==> src/rtl/pwm_modport_if.sv <==
// PWM control/observation bundle: the driver programs duty, period and enable,
// the PWM block consumes them and the monitor watches the waveform and period strobe.
interface pwm_intf #(
    parameter int WIDTH = 8
);
    logic [WIDTH-1:0] pwm_value;
    logic [WIDTH-1:0] pwm_range;
    logic             pwm_en;
    logic             pwm_period;
    logic             pwm_out;

    modport master (
        output pwm_value,
        output pwm_range,
        output pwm_en,
        input  pwm_period,
        input  pwm_out
    );

    modport slave (
        input  pwm_value,
        input  pwm_range,
        input  pwm_en,
        output pwm_period,
        output pwm_out
    );

    modport monitor (
        input pwm_value,
        input pwm_range,
        input pwm_en,
        input pwm_period,
        input pwm_out
    );
endinterface

==> src/rtl/pwm_modport.sv <==
// Single-channel PWM generator with registered waveform and end-of-period strobe.
// Define PWM_SYNC_LOAD_EN to load duty/period shadows only at period wrap while running.
module pwm_modport #(
    parameter int WIDTH = 8
) (
    input  logic    clk,
    input  logic    reset,
    pwm_intf.slave  bus
);
    logic [WIDTH-1:0] r_cnt;
    logic [WIDTH-1:0] r_value_q;
    logic [WIDTH-1:0] r_range_q;
    logic             r_out;
    logic             r_period;
    logic             w_wrap;

    // Wrap is tested before the increment, so a full-range period never overflows.
    assign w_wrap = (r_cnt == r_range_q);

    always_ff @(posedge clk or negedge reset) begin
        if (!reset) begin
            r_cnt     <= '0;
            r_value_q <= '0;
            r_range_q <= '0;
            r_out     <= 1'b0;
            r_period  <= 1'b0;
        end else if (!bus.pwm_en) begin
            r_cnt     <= '0;
            r_out     <= 1'b0;
            r_period  <= 1'b0;
            r_value_q <= bus.pwm_value;
            r_range_q <= bus.pwm_range;
        end else begin
            r_cnt    <= w_wrap ? '0 : r_cnt + WIDTH'(1);
            r_out    <= (r_cnt < r_value_q);
            r_period <= w_wrap;
`ifdef PWM_SYNC_LOAD_EN
            if (w_wrap) begin
                r_value_q <= bus.pwm_value;
                r_range_q <= bus.pwm_range;
            end
`else
            r_value_q <= bus.pwm_value;
            r_range_q <= bus.pwm_range;
`endif
        end
    end

    assign bus.pwm_out    = r_out;
    assign bus.pwm_period = r_period;
endmodule

==> src/flat_wrapper.sv <==
// flat-port wrapper written by rule: the top's interface ports become plain ports
module pwm_modport_flat 
#(
    parameter int WIDTH = 8
)
  (clk, reset, bus_pwm_value, bus_pwm_range, bus_pwm_en, bus_pwm_period, bus_pwm_out);
  pwm_intf #(.WIDTH(WIDTH)) bus_i ();
  input  logic clk;
  input  logic reset;
  input wire logic [$bits(bus_i.pwm_value)-1:0] bus_pwm_value;
  input wire logic [$bits(bus_i.pwm_range)-1:0] bus_pwm_range;
  input wire logic [$bits(bus_i.pwm_en)-1:0] bus_pwm_en;
  output wire logic [$bits(bus_i.pwm_period)-1:0] bus_pwm_period;
  output wire logic [$bits(bus_i.pwm_out)-1:0] bus_pwm_out;
  assign bus_i.pwm_value = bus_pwm_value;
  assign bus_i.pwm_range = bus_pwm_range;
  assign bus_i.pwm_en = bus_pwm_en;
  assign bus_pwm_period = bus_i.pwm_period;
  assign bus_pwm_out = bus_i.pwm_out;
  pwm_modport #(.WIDTH(WIDTH)) u_core (.clk(clk), .reset(reset), .bus(bus_i));
endmodule
==> config.mk <==
export PLATFORM = sky130hd
export DESIGN_NAME = pwm_modport_flat
export DESIGN_NICKNAME = d
export VERILOG_FILES = /design/src/rtl/pwm_modport_if.sv /design/src/rtl/pwm_modport.sv /design/src/flat_wrapper.sv
export SDC_FILE = /design/constraint.sdc
export NUM_CORES = 1
export LEC_CHECK = 0
export CORE_MARGIN = 2
export CORE_UTILIZATION = 25
export DETAILED_ROUTE_END_ITERATION = 7
export DONT_BUFFER_PORTS = 1
export HOLD_SLACK_MARGIN = 0.02
export PLACE_DENSITY = 0.42
export SLEW_MARGIN = 20
export SYNTH_ARGS = -nofsm -noshare
export SYNTH_HDL_FRONTEND = slang
export SYNTH_SLANG_ARGS = --single-unit
==> constraint.sdc <==
create_clock -name clk -period 1.7 [get_ports clk]
set_input_delay 0.51 -clock clk [delete_from_list [all_inputs] [get_ports clk]]
set_output_delay 0.51 -clock clk [all_outputs]
set_load 0.05 [all_outputs]
==> flow_summary.json <==
{
  "yosys_warnings": 0,
  "clock.fmax_mhz": 651,
  "vias_per_cell": 4.10,
  "cts.clk_slew.worst_paths_ns": 0.09,
  "switching_power_w": 0.000266,
  "diodes": 0,
  "ys_async_sr_fraction": 1.00,
  "cts.sink_count": 26,
  "clock_skew_ns": 0.00403,
  "synth_fp_nets": 113,
  "swShare": 0.210,
  "worstSkewPairLatency_ns": 0.27,
  "path_class": "flop to flop",
  "final_antenna_net_count": 0,
  "tightestPinTransition_ns": 0.520,
  "avgSynthCellArea_um2": 12.7,
  "die_h_um": 70.1,
  "area_growth_pct": 15.7,
  "initial_core_util": 0.254,
  "drt_iter0_drc": 12,
  "cts_buffer_depth": 2,
  "gp_congestion": 0.791,
  "final_common_cell": "dfrtp_1",
  "die_w_um": 70.1,
  "nets": 121,
  "placed_cell_area_mm2": 0.00117,
  "synth_area_mm2": 0.00109,
  "cts_tree": "yes",
  "post_cts_buffers": 0,
  "path_max_fanout": 8,
  "rsz0062_at_grt": "false",
  "track_usage": 0.0918,
  "htreeDepth": 1,
  "drv_cap": 0,
  "io_pins": 21,
  "power.density_mw_per_mm2": 1000,
  "cts-root-buf": "clkbuf_8",
  "critPathCaptureType": "flop",
  "max-slew-margin-rel": 0.652,
  "vdd_ir_drop_max_mv": 0.295,
  "cts_made_buffers": 3,
  "synth_cell_types": 20,
  "rr_worst_depth": 4,
  "clockPowerShare": 0.405,
  "antenna_found_initial": 0,
  "r2r-start": "u_core.r_cnt[4]$_DFF_PN0_",
  "final_cell_mix": "26 x dfrtp_1, 10 x xnor2_1, 8 x inv_1, 8 x nor2_1, 8 x ha_1",
  "grt.overflow.total": 0,
  "setup_tns_ns": 0,
  "drtPass1Iterations": 4,
  "drc": 0,
  "intPower_w": 0.00100,
  "status": "completed",
  "drv_slew": 0,
  "reg2reg_slack_ns": 0.16,
  "power_frac_seq": 0.524,
  "r2r-end": "u_core.r_cnt[3]$_DFF_PN0_",
  "crit_required_ns": 1.85,
  "synth_edf_count": 0,
  "power.static_leakage_nw": 0.608,
  "critPathLaunchType": "flop",
  "grt_max_degree": 27,
  "drive_gt1_frac": 0.108,
  "finalSetupViolCount": 0,
  "fin_crit_sh": 0.903,
  "final_cell_area_mm2": 0.00126,
  "hold_viol": 0,
  "core.rowCount": 24,
  "grt_pass1_wl_mm": 3.37,
  "syn_inst": 86,
  "portBuffers": 0,
  "grt_pass1_vias": 689,
  "via_count": 594,
  "coreArea_mm2": 0.00429,
  "timing.final.crit_period_ns": 1.54,
  "ys_seq_area_frac": 0.596,
  "dominantRegCellSynth": "dfrtp_1",
  "wl_per_cell_um": 13.3,
  "worstPathArrival_ns": 1.68,
  "ys_ff_latch": 26,
  "fillers": 444,
  "die_area_mm2": 0.00491,
  "hp-class": "primary input to asynchronous set/reset pin",
  "combinationalPowerShare": 0.072,
  "routed_wl_mm": 1.92,
  "dp_hpwl_mm": 1.37
}
[state kept, by name, summed over array words and instances, names as in the netlist]
signal / cells
u_core.r_range_q: 8
u_core.r_cnt: 8
u_core.bus.pwm_period: 1
u_core.r_value_q: 8
u_core.bus.pwm_out: 1
[what timing repair did]
item	CTS	global route
endpoints found under the hold margin	26	0
hold buffers	1	0
endpoints found under the setup margin	0	0
gates resized for setup	0	0
[cell usage after synthesis, types with 2 or more instances]
| cell | n | share of area |
|---|---|---|
| a21o_1 | 2 | 0.014 |
| dfrtp_1 | 26 | 0.60 |
| ha_1 | 8 | 0.092 |
| inv_1 | 8 | 0.027 |
| nand2_1 | 4 | 0.014 |
| nand2b_1 | 2 | 0.011 |
| nand3_1 | 4 | 0.018 |
| nor2_1 | 8 | 0.027 |
| xnor2_1 | 10 | 0.080 |
| xor2_1 | 4 | 0.032 |
[worst max path at each step]
stage | startpoint | endpoint | depth (start not counted)
3_5_place_dp | u_core.r_cnt[4]$_DFF_PN0_ | u_core.r_cnt[3]$_DFF_PN0_ | 4
6_report | u_core.r_cnt[4]$_DFF_PN0_ | u_core.r_cnt[3]$_DFF_PN0_ | 4
4_1_cts | u_core.r_cnt[4]$_DFF_PN0_ | u_core.r_cnt[3]$_DFF_PN0_ | 4
3_3_place_gp | u_core.r_cnt[0]$_DFF_PN0_ | u_core.r_cnt[7]$_DFF_PN0_ | 4
5_1_grt | u_core.r_cnt[4]$_DFF_PN0_ | u_core.r_cnt[6]$_DFF_PN0_ | 4
2_1_floorplan | u_core.r_cnt[1]$_DFF_PN0_ | u_core.bus.pwm_out$_DFF_PN0_ | 4
[layer usage]
| metal | up-vias | wire length, um | part of all wire | track usage |
|---|---|---|---|---|
| li1 | 297 | - | - | - |
| met1 | 278 | 827 | 0.43 | 0.107 |
| met2 | 17 | 933 | 0.49 | 0.142 |
| met3 | 2 | 127 | 0.066 | 0.0433 |
| met4 | 0 | 34 | 0.018 | 0.0449 |
| met5 | - | 0 | 0 | 0 |
[worst max-delay path, cell delays in order (launching register included)]
cell     delay [ns]
dfrtp_1        0.45
xnor2_1        0.15
nand2_1        0.12
o41ai_4        0.59
nor2_1         0.11
[stage by stage]
stage          hold slack (ns)  instances  total power [W]  utilization  setup slack, ns
6_report                0.0401        145          0.00127        0.294            0.164
3_5_place_dp             0.215        140         0.000752        0.273            0.142
2_1_floorplan            0.214         86         0.000734            -            0.324
3_3_place_gp             0.215        140         0.000753        0.273            0.168
4_1_cts                 0.0337        145          0.00129        0.294            0.139
5_1_grt                 0.0286        145          0.00133        0.294           0.0378
[layout make-up]
cell class              instances  area (um^2)  area share
clock buffers                   3         41.3      0.0327
clock inverters                 1         30.0      0.0238
inverters                       8         30.0      0.0238
multi-input cells              52          412       0.326
flip-flops and latches         26          651       0.515
well taps                      52         65.1      0.0515
repair buffers                  3         35.0      0.0277
[logic make-up after synthesis]
| family | after synthesis | synth area share |
|---|---|---|
| xor gates and xnor gates | 14 | 0.112 |
| adders and majority gates | 8 | 0.0916 |
| AOI/OAI and AO/OA | 7 | 0.0733 |
| buffers and inverters | 8 | 0.0275 |
| DFF | 26 | 0.596 |
| and+or+nand+nor | 23 | 0.0997 |
[power by group through the flow]
stage	Sequential (W)	Combinational [W]	Clock (W)
3_3_place_gp	0.000677	0.0000761	0
6_report	0.000664	0.0000907	0.000513
5_1_grt	0.000667	0.000107	0.000559
4_1_cts	0.000664	0.0000940	0.000532
2_1_floorplan	0.000674	0.0000598	0
3_5_place_dp	0.000676	0.0000752	0
Note: power is estimated with default switching activity, not from simulation.
